$ cat src/rtl/axil_reg_slave.sv
// AXI4-Lite register bank with byte strobes and independent AW/W/AR paths.
// Optional AXIL_SLV_ERR_EN: report SLVERR on out-of-range accesses.
`timescale 1ns/1ps
module axil_reg_slave #(
  parameter int DATA_W   = 32,
  parameter int ADDR_W   = 32,
  parameter int NUM_REGS = 8,
  parameter int LED_W    = 16
) (
  input  logic              ACLK,
  input  logic              ARESET,
  input  logic [ADDR_W-1:0] AWADDR,
  input  logic              AWVALID,
  output logic              AWREADY,
  input  logic [DATA_W-1:0] WDATA,
  input  logic [DATA_W/8-1:0] WSTRB,
  input  logic              WVALID,
  output logic              WREADY,
  output logic [1:0]        BRESP,
  output logic              BVALID,
  input  logic              BREADY,
  input  logic [ADDR_W-1:0] ARADDR,
  input  logic              ARVALID,
  output logic              ARREADY,
  output logic [DATA_W-1:0] RDATA,
  output logic [1:0]        RRESP,
  output logic              RVALID,
  input  logic              RREADY,
  output logic [LED_W-1:0]  led
);

  localparam int STRB_W = DATA_W / 8;
  localparam int OFF_W  = $clog2(STRB_W);
  localparam int IDX_W  = $clog2(NUM_REGS);
  localparam int HI_S   = IDX_W + OFF_W;

  typedef enum logic {W_IDLE, W_RESP} wstate_t;
  typedef enum logic {R_IDLE, R_DATA} rstate_t;

  function automatic logic [IDX_W-1:0] f_idx(
    input logic [ADDR_W-1:0] a
  );
    return IDX_W'(a >> OFF_W);
  endfunction

  function automatic logic f_oor(
    input logic [ADDR_W-1:0] a
  );
    return (a >> HI_S) != '0;
  endfunction

  logic [DATA_W-1:0] r_regs [NUM_REGS];

  logic              r_aw_held;
  logic [IDX_W-1:0]  r_aw_idx;
  logic              r_aw_oor;
  logic              r_w_held;
  logic [DATA_W-1:0] r_w_data;
  logic [STRB_W-1:0] r_w_strb;
  wstate_t           r_wst;
  logic              r_bvalid;

  rstate_t           r_rst;
  logic              r_rvalid;
  logic [DATA_W-1:0] r_rdata;

  logic              w_aw_hs;
  logic              w_w_hs;
  logic              w_ar_hs;
  logic              w_commit;
  logic [IDX_W-1:0]  w_c_idx;
  logic              w_c_oor;
  logic [DATA_W-1:0] w_c_data;
  logic [STRB_W-1:0] w_c_strb;
  logic [IDX_W-1:0]  w_r_idx;
  logic              w_r_oor;

  assign AWREADY = !r_aw_held && (r_wst == W_IDLE);
  assign WREADY  = !r_w_held && (r_wst == W_IDLE);
  assign ARREADY = (r_rst == R_IDLE);

  assign w_aw_hs = AWVALID && AWREADY;
  assign w_w_hs  = WVALID && WREADY;
  assign w_ar_hs = ARVALID && ARREADY;

  // Held values win; otherwise the beat handshaking this cycle is used
  assign w_c_idx  = r_aw_held ? r_aw_idx : f_idx(AWADDR);
  assign w_c_oor  = r_aw_held ? r_aw_oor : f_oor(AWADDR);
  assign w_c_data = r_w_held ? r_w_data : WDATA;
  assign w_c_strb = r_w_held ? r_w_strb : WSTRB;

  assign w_commit = (r_wst == W_IDLE)
                 && (r_aw_held || w_aw_hs)
                 && (r_w_held || w_w_hs);

  assign w_r_idx = f_idx(ARADDR);
  assign w_r_oor = f_oor(ARADDR);

  assign BVALID = r_bvalid;
  assign RVALID = r_rvalid;
  assign RDATA  = r_rdata;
  assign led    = r_regs[0][LED_W-1:0];

  // Latch AW and W beats until both are present
  always_ff @(posedge ACLK) begin
    if (ARESET) begin
      r_aw_held <= 1'b0;
      r_aw_idx  <= '0;
      r_aw_oor  <= 1'b0;
      r_w_held  <= 1'b0;
      r_w_data  <= '0;
      r_w_strb  <= '0;
    end else if (w_commit) begin
      r_aw_held <= 1'b0;
      r_w_held  <= 1'b0;
    end else begin
      if (w_aw_hs) begin
        r_aw_held <= 1'b1;
        r_aw_idx  <= f_idx(AWADDR);
        r_aw_oor  <= f_oor(AWADDR);
      end
      if (w_w_hs) begin
        r_w_held <= 1'b1;
        r_w_data <= WDATA;
        r_w_strb <= WSTRB;
      end
    end
  end

  // Register bank: byte-strobed update on commit
  always_ff @(posedge ACLK) begin
    if (ARESET) begin
      for (int i = 0; i < NUM_REGS; i++)
        r_regs[i] <= '0;
    end else if (w_commit && !w_c_oor) begin
      for (int b = 0; b < STRB_W; b++)
        if (w_c_strb[b])
          r_regs[w_c_idx][8*b +: 8] <= w_c_data[8*b +: 8];
    end
  end

`ifdef AXIL_SLV_ERR_EN
  logic [1:0] r_bresp;
  logic [1:0] r_rresp;
  assign BRESP = r_bresp;
  assign RRESP = r_rresp;

  // Response codes for the error-reporting build
  always_ff @(posedge ACLK) begin
    if (ARESET) begin
      r_bresp <= 2'b00;
      r_rresp <= 2'b00;
    end else begin
      if (w_commit)
        r_bresp <= w_c_oor ? 2'b10 : 2'b00;
      if (w_ar_hs)
        r_rresp <= w_r_oor ? 2'b10 : 2'b00;
    end
  end
`else
  assign BRESP = 2'b00;
  assign RRESP = 2'b00;
`endif

  // Write response FSM
  always_ff @(posedge ACLK) begin
    if (ARESET) begin
      r_wst    <= W_IDLE;
      r_bvalid <= 1'b0;
    end else begin
      unique case (r_wst)
        W_IDLE: begin
          if (w_commit) begin
            r_wst    <= W_RESP;
            r_bvalid <= 1'b1;
          end
        end
        W_RESP: begin
          if (BREADY) begin
            r_wst    <= W_IDLE;
            r_bvalid <= 1'b0;
          end
        end
        default: begin
          r_wst    <= W_IDLE;
          r_bvalid <= 1'b0;
        end
      endcase
    end
  end

  // Read FSM: pre-write value is captured on a same-edge commit
  always_ff @(posedge ACLK) begin
    if (ARESET) begin
      r_rst    <= R_IDLE;
      r_rvalid <= 1'b0;
      r_rdata  <= '0;
    end else begin
      unique case (r_rst)
        R_IDLE: begin
          if (w_ar_hs) begin
            r_rst    <= R_DATA;
            r_rvalid <= 1'b1;
            r_rdata  <= w_r_oor ? '0 : r_regs[w_r_idx];
          end
        end
        R_DATA: begin
          if (RREADY) begin
            r_rst    <= R_IDLE;
            r_rvalid <= 1'b0;
          end
        end
        default: begin
          r_rst    <= R_IDLE;
          r_rvalid <= 1'b0;
        end
      endcase
    end
  end

endmodule

$ cat config.mk
export PLATFORM = sky130hd
export DESIGN_NAME = axil_reg_slave
export DESIGN_NICKNAME = d
export VERILOG_FILES = /design/src/rtl/axil_reg_slave.sv
export SDC_FILE = /design/constraint.sdc
export NUM_CORES = 1
export LEC_CHECK = 0
export ABC_AREA = 1
export BUFFER_PORTS_ARGS = -buffer_cell sky130_fd_sc_hd__buf_2
export CORE_MARGIN = 3
export CORE_UTILIZATION = 50
export CTS_CLUSTER_SIZE = 25
export DETAILED_ROUTE_END_ITERATION = 8
export PLACE_DENSITY = 0.65
export SLEW_MARGIN = 20
export SYNTH_ARGS = -nofsm -noshare
export SYNTH_HDL_FRONTEND = slang
export SYNTH_SLANG_ARGS = --single-unit
$ cat constraint.sdc
create_clock -name ACLK -period 2.5 [get_ports ACLK]
set_input_delay 0.375 -clock ACLK [delete_from_list [all_inputs] [get_ports ACLK]]
set_output_delay 0.375 -clock ACLK [all_outputs]
set_load 0.01 [all_outputs]
* Word level (Yosys, flattened, before mapping)
Memory sizes are Yosys's and may differ from the RTL's.
Index checks and enable logic that the tools add are counted.
** Word-level totals
- Register bits after elaboration :: 78
- Latch bits :: 0
- RAM bits :: 256
- ROM bits :: 0
- Input bits :: 107
- Output and inout bits :: 57
- Logic and storage cells :: 79
- Memories :: 1
** Memories
- r_regs :: words 8, bits a word 32, rd ports 2, clocked after memory_dff 0, write ports 8, line 52 : logic [DATA_W-1:0] r_regs [NUM_REGS];
** Cells by class
- Add/subtract/negate cells :: 0
- Multiply operators :: 0
- Divide/modulo/power cells :: 0
- Magnitude comparators :: 0
- Equal/unequal tests :: 4
- Shift operators :: 0
- Muxes and demuxes :: 38
- Bitwise operators :: 3
- Reduce and logical (&&, ||, !) cells :: 22
** Operator list (count)
- $mux W32 :: 3
- $reduce_bool A32 Y1 :: 2
- $reduce_or A32 Y1 :: 1
- $mux W1 :: 27
- $reduce_and A2 Y1 :: 5
- $logic_and A1 B1 Y1 :: 8
- $mux W4 :: 2
- $pmux W1 S2 :: 4
- $mux W3 :: 2
- $ne A2 B2 Y1 const B :: 3
- $logic_not A1 Y1 :: 3
- $not A1 Y1 :: 3
- $logic_or A1 B1 Y1 :: 2
- $ne A2 B1 Y1 const B :: 1
- $reduce_or A2 Y1 :: 1

* Logic depth before layout (Yosys ltp)
Gate-level depths: netlist of the first run.
- Depth after elaboration :: 12
- Gate-level depth with buffers :: 10
- Gate-level depth less buffers :: 9

* Worst setup path before layout of the first run
No wires, ideal clock.
- Path type :: input-to-reg
- Start :: input ARESET
- End :: memory r_regs[0][24] (enable)
- Setup time :: 0.329 ns
- Arrival :: 1.797 ns
- Required time :: 2.171 ns
- Path slack :: 0.374 ns
- Stages on the path :: 6
- Buffers on the path :: 1
- Cell sequence :: buf_2 -> clkinv_2 -> o21ai_0 -> a21oi_2 -> nand4_4 -> nand2_1
** RTL lines
- start, declared :: line 11 : input logic ARESET,
- end, declared :: line 52

==> flow_summary.toml, run 1 <==
[setup_path]
critPathArrivalTime_ns = 2.47
cp-start-kind = "flop"
max_stage_delay_ns = 0.37
cp_cell_sequence = "o21bai_1 > nand3_2 > a21oi_4 > buf_12 > nand4_4 > nand2_1"
endpoint_kind = "flop"
cp_slowest_cell = "dfxtp_1"
crit_required_ns = 2.70
worstSetupPathType = "reg -> reg"
rrSetupSlack_ns = 0.23
cp_max_fo = 32

[logic_synthesis]
syn_avg_cell_area_um2 = 9.13
yosysSeqAreaShare_pct = 57.9
synth_seq_cells = 334
yosys.cell_types.count = 33
ys_warn_count = 0
synth_top_area_cell = "edfxtp_1"
synth_area_um2 = 16000
syn_inst = 1750
synth_top_area_share_pct = 48.1
netlist_top_cells_area = "edfxtp_1 (48%), nor2_1 (13%), dfxtp_1 (9.8%)"

[sta]
hold_viol = 0
setup_violations = 0
tightest_slew_ns = 0.950
finalCritPeriodShare_pct = 90.9
tns_ns = 0
rsz0062_at_grt = "no"
maxSlewHeadroom_pct = 36.3
clock.fmax_mhz = 440
slew_viol_final = 0
period_minus_slack_ns = 2.27
finClkSkew_ns = 0.0178

[clock_network]
cts_tree = "yes"
cts_made_buffers = 38
cts-htree-levels = 2
numClockSinks = 334
insertion_delay_ns = 0.53
clkTransAtPathRegs_ns = 0.06
ctsRootBufferMaster = "clkbuf_16"
cts.path.max_buffers = 3

[pwr]
intPower_mw = 10.2
switching_share_pct = 26.7
power_mw = 13.9
comb_power_share_pct = 15.2
powerDensity_nw_per_um2 = 747
total_leakage_power_nw = 7.78
ir_drop_mv = 0.606
p_clk_share_pct = 39.3
power.switching_mw = 3.71
pwr-share-seq_pct = 45.5

[floorplan]
die_w_um = 185
initial_core_util_pct = 51.4
num_rows = 64
coreArea_um2 = 31100
dieHeight_um = 185
io_pins = 164
dieArea_um2 = 34100

[place]
hpwl_um = 25400
port_buffers = 155
gp_congestion = 0.853

[global_route]
grt_max_degree = 105
met3_usage_pct = 3.61
use_met2_pct = 38.8
track_usage_pct = 22.6
grt-ovfl-total = 0
antenna_found_initial = 1
grt_pass1_wl_um = 60300
grt_pass1_vias = 11800
met1_usage_pct = 29.5
top_usage_layer = "met2"

[cells_and_area]
antenna_cells = 0
drive_above_1_share_pct = 21.6
nFillCells = 2699
nNetsFinal = 2014
seqCellArea_um2 = 9250
multi_input_area_um2 = 5920
area_growth_pct = 16.4
utilization_pct = 59.8

[route]
firstDrtPassIters = 5
num_vias = 12200
drt-vias-per-instance = 5.22
drtIter0Drc = 726
wl_per_cell_um = 16.5
drc = 0
wirelength_um = 38500
final_antenna_net_count = 0

[status]
status = "completed"

[flow_run]
drv_cap = 0

[min_path]
min_path_type = "in -> reg"
==> final cells by class <==
type	count	share of cell area (%)
Multi-Input combinational cell	1236	31.9
Clock buffer	51	5.60
Clock inverter	17	0.969
Inverter	74	1.50
Sequential cell	334	49.8
Tap cell	396	2.67
Timing Repair Buffer	223	7.61
==> worst max-delay path, delay by kind of cell, from the launching register on <==
| family | cells | cell delay, ns |
|---|---|---|
| compound gates | 2 | 0.46 |
| buf+inv | 1 | 0.33 |
| simple gates | 3 | 0.75 |
| flops | 1 | 0.37 |
==> sequential cells by signal, summed over array words and instances, names as in the netlist <==
signal,count
r_regs,256
r_aw_oor,1
r_rst,1
r_aw_held,1
BVALID,1
r_w_strb,4
RDATA,32
RVALID,1
r_w_held,1
r_wst,1
r_aw_idx,3
r_w_data,32
==> layout by cell type (no fill, tap or decap), types with 4 or more instances in the layout <==
cell type    n
a21oi_1     73
a21oi_4      4
and2_1      32
buf_12      10
buf_2      154
buf_4       59
bufinv_16    4
clkbuf_1    10
clkbuf_16   39
clkinv_1    10
conb_1       4
dfxtp_1     76
edfxtp_1   256
inv_1       71
nand2_1    254
nand3_1     64
nand4_4     30
nor2_1     547
nor2_2       5
o21ai_0     81
o21ai_1     34
or2_2       94
==> per-layer routing <==
metal	vias to the layer above	part of all wire, %
met3	72	6.9
met5	-	0.029
met2	407	48
li1	6037	-
met1	5655	43
met4	2	2.6
==> metrics by stage <==
step	instances	worst slack, ns	instance area (µm²)	hold slack (ns)
detailed placement	2263	0.0575	17400	0.442
floorplan	1753	0.374	16000	0.429
finish	2331	0.227	18600	0.0563
global placement	2263	0.148	17400	0.437
CTS	2331	0.0509	18600	0.0393
global route	2331	0.0296	18600	0.0670
==> power by group through the flow <==
stage          clock, mW  combinational [mW]  sequential [mW]
4_1_cts             5.54                2.12             6.32
3_5_place_dp           0                2.11             6.43
5_1_grt             5.77                2.32             6.34
2_1_floorplan          0                1.40             6.40
3_3_place_gp           0                2.07             6.42
6_report            5.46                2.11             6.32
==> synth_stat cells (all sizes together) <==
cell type and count:
nor2 553, edfxtp 256, nand2 256, o21ai 116, or2 94, a21oi 78
dfxtp 78, inv 73, clkbuf 70, nand3 66, buf 39, nand4 33
and2 32, a31oi 1, clkinv 1, conb 1, nand3b 1, nor3 1
o21bai 1
==> cells by family (layout without fill, tap and decap cells) <==
group	count (synthesis)	in the layout	synth area share [%]
and+or+nand+nor	1036	1036	30.4
DFF	334	334	57.9
buffers and inverters	183	365	5.15
other	1	4	0.0235
AOI/OAI and AO/OA	196	196	6.49
==> worst paths after layout <==
path	startpoint	end	cells past startpoint
max	r_wst	r_regs[0][17]	6
min	BREADY	BVALID	2
min reg2reg	r_w_data[31]	r_w_data[31]	2
max reg2reg	r_wst	r_regs[0][17]	6
==> timing repair <==
action	in CTS	in global routing
hold buffers	0	0
buffers inserted	0	0
setup endpoints to repair	0	125
hold endpoints to repair	0	0
gates resized for setup	0	2
Power figures use the tool's default switching activity.
==> run 2, diff against run 1 <==
- CORE_MARGIN: 3 -> default
- PLACE_DENSITY: 0.65 -> default
- PLACE_DENSITY_LB_ADDON: default -> 0.1
==> run 2 against run 1 <==
Compared with the run above:
- global-route usage up 1.3 points
- clock power down 2%
- sequential power about the same
- critical path depth unchanged
- wire length rose by 0.35%
- maximum frequency down 3.7%
- sequential share of layout area rose by 0.26 points
- flip-flop and latch count is the same
- hold slack worse by 0.00088 ns
- count of clock-buffer cells in the layout up 5
- critical endpoint is now r_regs[3][16]
==> flow_summary.toml, run 2 (synthesized netlist as in run 1, its figures left out) <==
[setup_path]
cp_max_fo = 32
crit_required_ns = 2.68
reg2reg_depth = 6
worstSetupPathType = "reg -> reg"
cp-start-kind = "flop"
critPathArrivalTime_ns = 2.54
endpoint_kind = "flop"

[clock_network]
post-cts-setup-buffers = 0
postCtsHoldBufs = 0
cts-htree-levels = 2
clkTransAtPathRegs_ns = 0.06
insertion_delay_ns = 0.52
cts_resized = 0
cts_tree = "yes"
cts_made_buffers = 38
numClockSinks = 334
ctsRootBufferMaster = "clkbuf_16"
cts.path.max_buffers = 3

[floorplan]
num_rows = 65
io_pins = 164
coreArea_um2 = 31500
initial_core_util_pct = 50.7
die_w_um = 181
dieArea_um2 = 32700
dieHeight_um = 181

[sta]
maxSlewHeadroom_pct = 34.8
tns_ns = 0
clock.fmax_mhz = 424
setup_violations = 0
finClkSkew_ns = 0.00984
tightest_slew_ns = 0.972
period_minus_slack_ns = 2.36
hold_viol = 0
holdWs_ns = 0.0554
slew_viol_final = 0
finalCritPeriodShare_pct = 94.4
rsz0062_at_grt = "no"

[pwr]
ir_drop_mv = 0.502
powerDensity_nw_per_um2 = 745
total_leakage_power_nw = 7.73
power_mw = 13.8

[place]
place_area_um2 = 17300
hpwl_um = 25400
port_buffers = 155
gp_congestion = 0.799

[route]
num_vias = 12100
wl_per_cell_um = 16.6
firstDrtPassIters = 5
wirelength_um = 38700
drt-vias-per-instance = 5.18
final_antenna_net_count = 0
drtIter0Drc = 801
drc = 0

[cells_and_area]
utilization_pct = 58.7
nNetsFinal = 2002
final_common_cell = "nor2_1"
antenna_cells = 0
largest_reg_flops = 256
area_growth_pct = 15.8
final_cell_area_um2 = 18500
drive_above_1_share_pct = 21.5
layout_common_cells = "nor2_1 (547), edfxtp_1 (256), nand2_1 (254)"
largest-register = "r_regs"

[global_route]
antenna_found_initial = 0
use_met2_pct = 41.0
top_usage_layer = "met2"
grt_max_degree = 74
met1_usage_pct = 32.0
track_usage_pct = 24.0
grt-ovfl-total = 0
met3_usage_pct = 3.00
grt_pass1_wl_um = 61200
grt_pass1_vias = 11600

[min_path]
whs_path_depth = 2
min_path_type = "in -> reg"

[flow_run]
drv_cap = 0

[status]
status = "completed"
run 2: cell types whose count changed in the layout (fill, tap and decap cells not counted), sizes merged:
cell      change
clkbuf        +5
bufinv        -4
buf          -12
clkinvlp      +1
run 2: critical path: stages, from the launching register on:
cell and delay (ns):
dfxtp_1 0.37, o21bai_1 0.27, nand3_2 0.20, a21oi_4 0.18, buf_12 0.32, nand4_4 0.25, nand2_1 0.35
run 2: final cells by class:
cell class	count	area, µm²
multi-input cells	1236	5920
fillers	2757	13000
flip-flops and latches	334	9250
clock inverters	14	76.3
well taps	402	503
clock buffers	56	1140
repair buffers	211	1310
inverters	74	279
run 2: routing by layer:
layer | up-vias | wire length, µm
met5 | - | 0
met4 | 0 | 844
met3 | 59 | 2020
met2 | 339 | 18600
met1 | 5663 | 17200
li1 | 6004 | -
run 2: final timing paths:
check,startpoint,end,slack (ns)
worst max-delay path,r_wst,r_regs[3][16],0.14
worst min-delay path,BREADY,BVALID,0.06
worst max register to register,r_wst,r_regs[3][16],0.14
worst min register to register,r_w_data[11],r_w_data[11],0.45
run 2: stage by stage:
step | worst slack [ns] | std cells
floorplan | 0.374 | 1753
global placement | 0.102 | 2257
detailed placement | 0.0498 | 2257
CTS | 0.0379 | 2327
global route | 0.0779 | 2327
finish | 0.139 | 2327
run 2: report_power, final:
part           internal (mW)  switching [mW]
clock network           3.18            2.19
registers               6.23          0.0867
logic                  0.587            1.50
total                   10.0            3.77
==> run 3, diff against run 2 <==
- CAP_MARGIN: default -> 10
- CORE_UTILIZATION: 50 -> 59
==> run 3 against run 2 <==
Compared with the run above:
- the run now ends with DRC left
- final cell count shrank 3.7%
- via count up 2.0%
- combinational power decreased by 2%
==> flow_summary.toml, run 3 (synthesized netlist as in run 1, its figures left out) <==
[status]
status = "finished with violations"
violations = "DRC"

[global_route]
grt_pass1_vias = 11500
grt_pass1_wl_um = 59200
grt_max_degree = 106
grt-ovfl-total = 0
track_usage_pct = 27.1
antenna_found_initial = 0

[floorplan]
dieHeight_um = 167
coreArea_um2 = 26300
io_pins = 164
initial_core_util_pct = 60.8
dieArea_um2 = 27700
num_rows = 59
die_w_um = 167

[cells_and_area]
drive_above_1_share_pct = 21.1
largest-register = "r_regs"
nNetsFinal = 1988
multi_input_area_um2 = 5930
seqCellArea_um2 = 9250
final_common_cell = "nor2_1"
antenna_cells = 0
layout_common_cells = "nor2_1 (547), edfxtp_1 (256), nand2_1 (253)"
nFillCells = 2047
largest_reg_flops = 256
area_growth_pct = 14.3
final_cells = 2242

[clock_network]
clkTransAtPathRegs_ns = 0.06
cts_made_buffers = 35
cts_tree = "yes"
insertion_delay_ns = 0.52
cts-htree-levels = 2
numClockSinks = 334
post-cts-setup-buffers = 0
ctsRootBufferMaster = "clkbuf_16"
cts.path.max_buffers = 3

[sta]
setup_violations = 0
finClkSkew_ns = 0.0182
period_minus_slack_ns = 2.35
hold_viol = 0
slew_viol_final = 0
clock.fmax_mhz = 426
rsz0062_at_grt = "no"
maxSlewHeadroom_pct = 34.1
tightest_slew_ns = 0.982
tns_ns = 0
finalCritPeriodShare_pct = 94.0

[route]
drt-vias-per-instance = 5.49
wirelength_um = 37400
met3WireLength_um = 2830
wl_per_cell_um = 16.7
final_antenna_net_count = 0
firstDrtPassIters = 8
wl_met1_um = 15600
drtIter0Drc = 1141
route.met2.wl_um = 18000
top_layer_used = "met4"
drc = 15
num_vias = 12300

[place]
hpwl_um = 24200
dp_cells = 2179
gp_congestion = 0.800
port_buffers = 155

[setup_path]
worstSetupPathType = "reg -> reg"
cp_max_fo = 32
critPathArrivalTime_ns = 2.51
crit_required_ns = 2.66
cp-start-kind = "flop"
endpoint_kind = "flop"

[pwr]
total_leakage_power_nw = 7.65
powerDensity_nw_per_um2 = 736
ir_drop_mv = 0.624

[flow_run]
drv_cap = 0

[min_path]
min_path_type = "in -> reg"
[run 3: final cells by class]
class,count,share of cell area [%]
clock buffer,44,5.38
clock inverter,19,0.768
inverter,74,1.53
timing repair buffer,200,6.87
tap,335,2.30
sequential,334,50.7
multi-input combinational,1236,32.5
[run 3: what timing repair did]
action,4_1_cts,5_1_grt
hold buffers,0,0
gates resized for setup,0,3
setup endpoints to repair,0,216
[run 3: worst paths after layout]
check,endpoint,from,slack (ns),depth (start not counted)
max,r_regs[2][23],r_wst,0.15,6
min reg2reg,r_w_data[30],r_w_data[30],0.45,2
max reg2reg,r_regs[2][23],r_wst,0.15,6
min,BVALID,BREADY,0.06,2
[run 3: critical path, cell delays in order, from the launching register on]
cell and delay, ns:
dfxtp_1 0.38, o21bai_1 0.28, nand3_2 0.21, a21oi_4 0.18, buf_12 0.33, nand4_2 0.18, nand2_1 0.40
[run 3: metrics by stage]
stage               power [mW]  util [%]  hold slack (ns)  area [µm²]  setup WS, ns
CTS                       13.5      69.4           0.0470       18200        0.0126
finish                    13.4      69.5           0.0585       18300         0.151
global route              13.9      69.5           0.0550       18300       0.00192
floorplan                 7.80         -            0.429       16000         0.374
detailed placement        8.45      65.2            0.441       17100        0.0356
global placement          8.39      65.2            0.437       17100         0.134
[run 3: report_power, final]
group          internal [mW]  switching [mW]
clock                   2.99            2.09
sequential              6.23          0.0894
combinational          0.573            1.46
total                   9.79            3.64
[run 3: per-layer routing]
metal  vias to the layer above  GRT usage, %
met5                         -             0
met4                         0          8.09
met3                        66          3.68
met2                       509          46.4
met1                      5746          36.1
li1                       5982             -
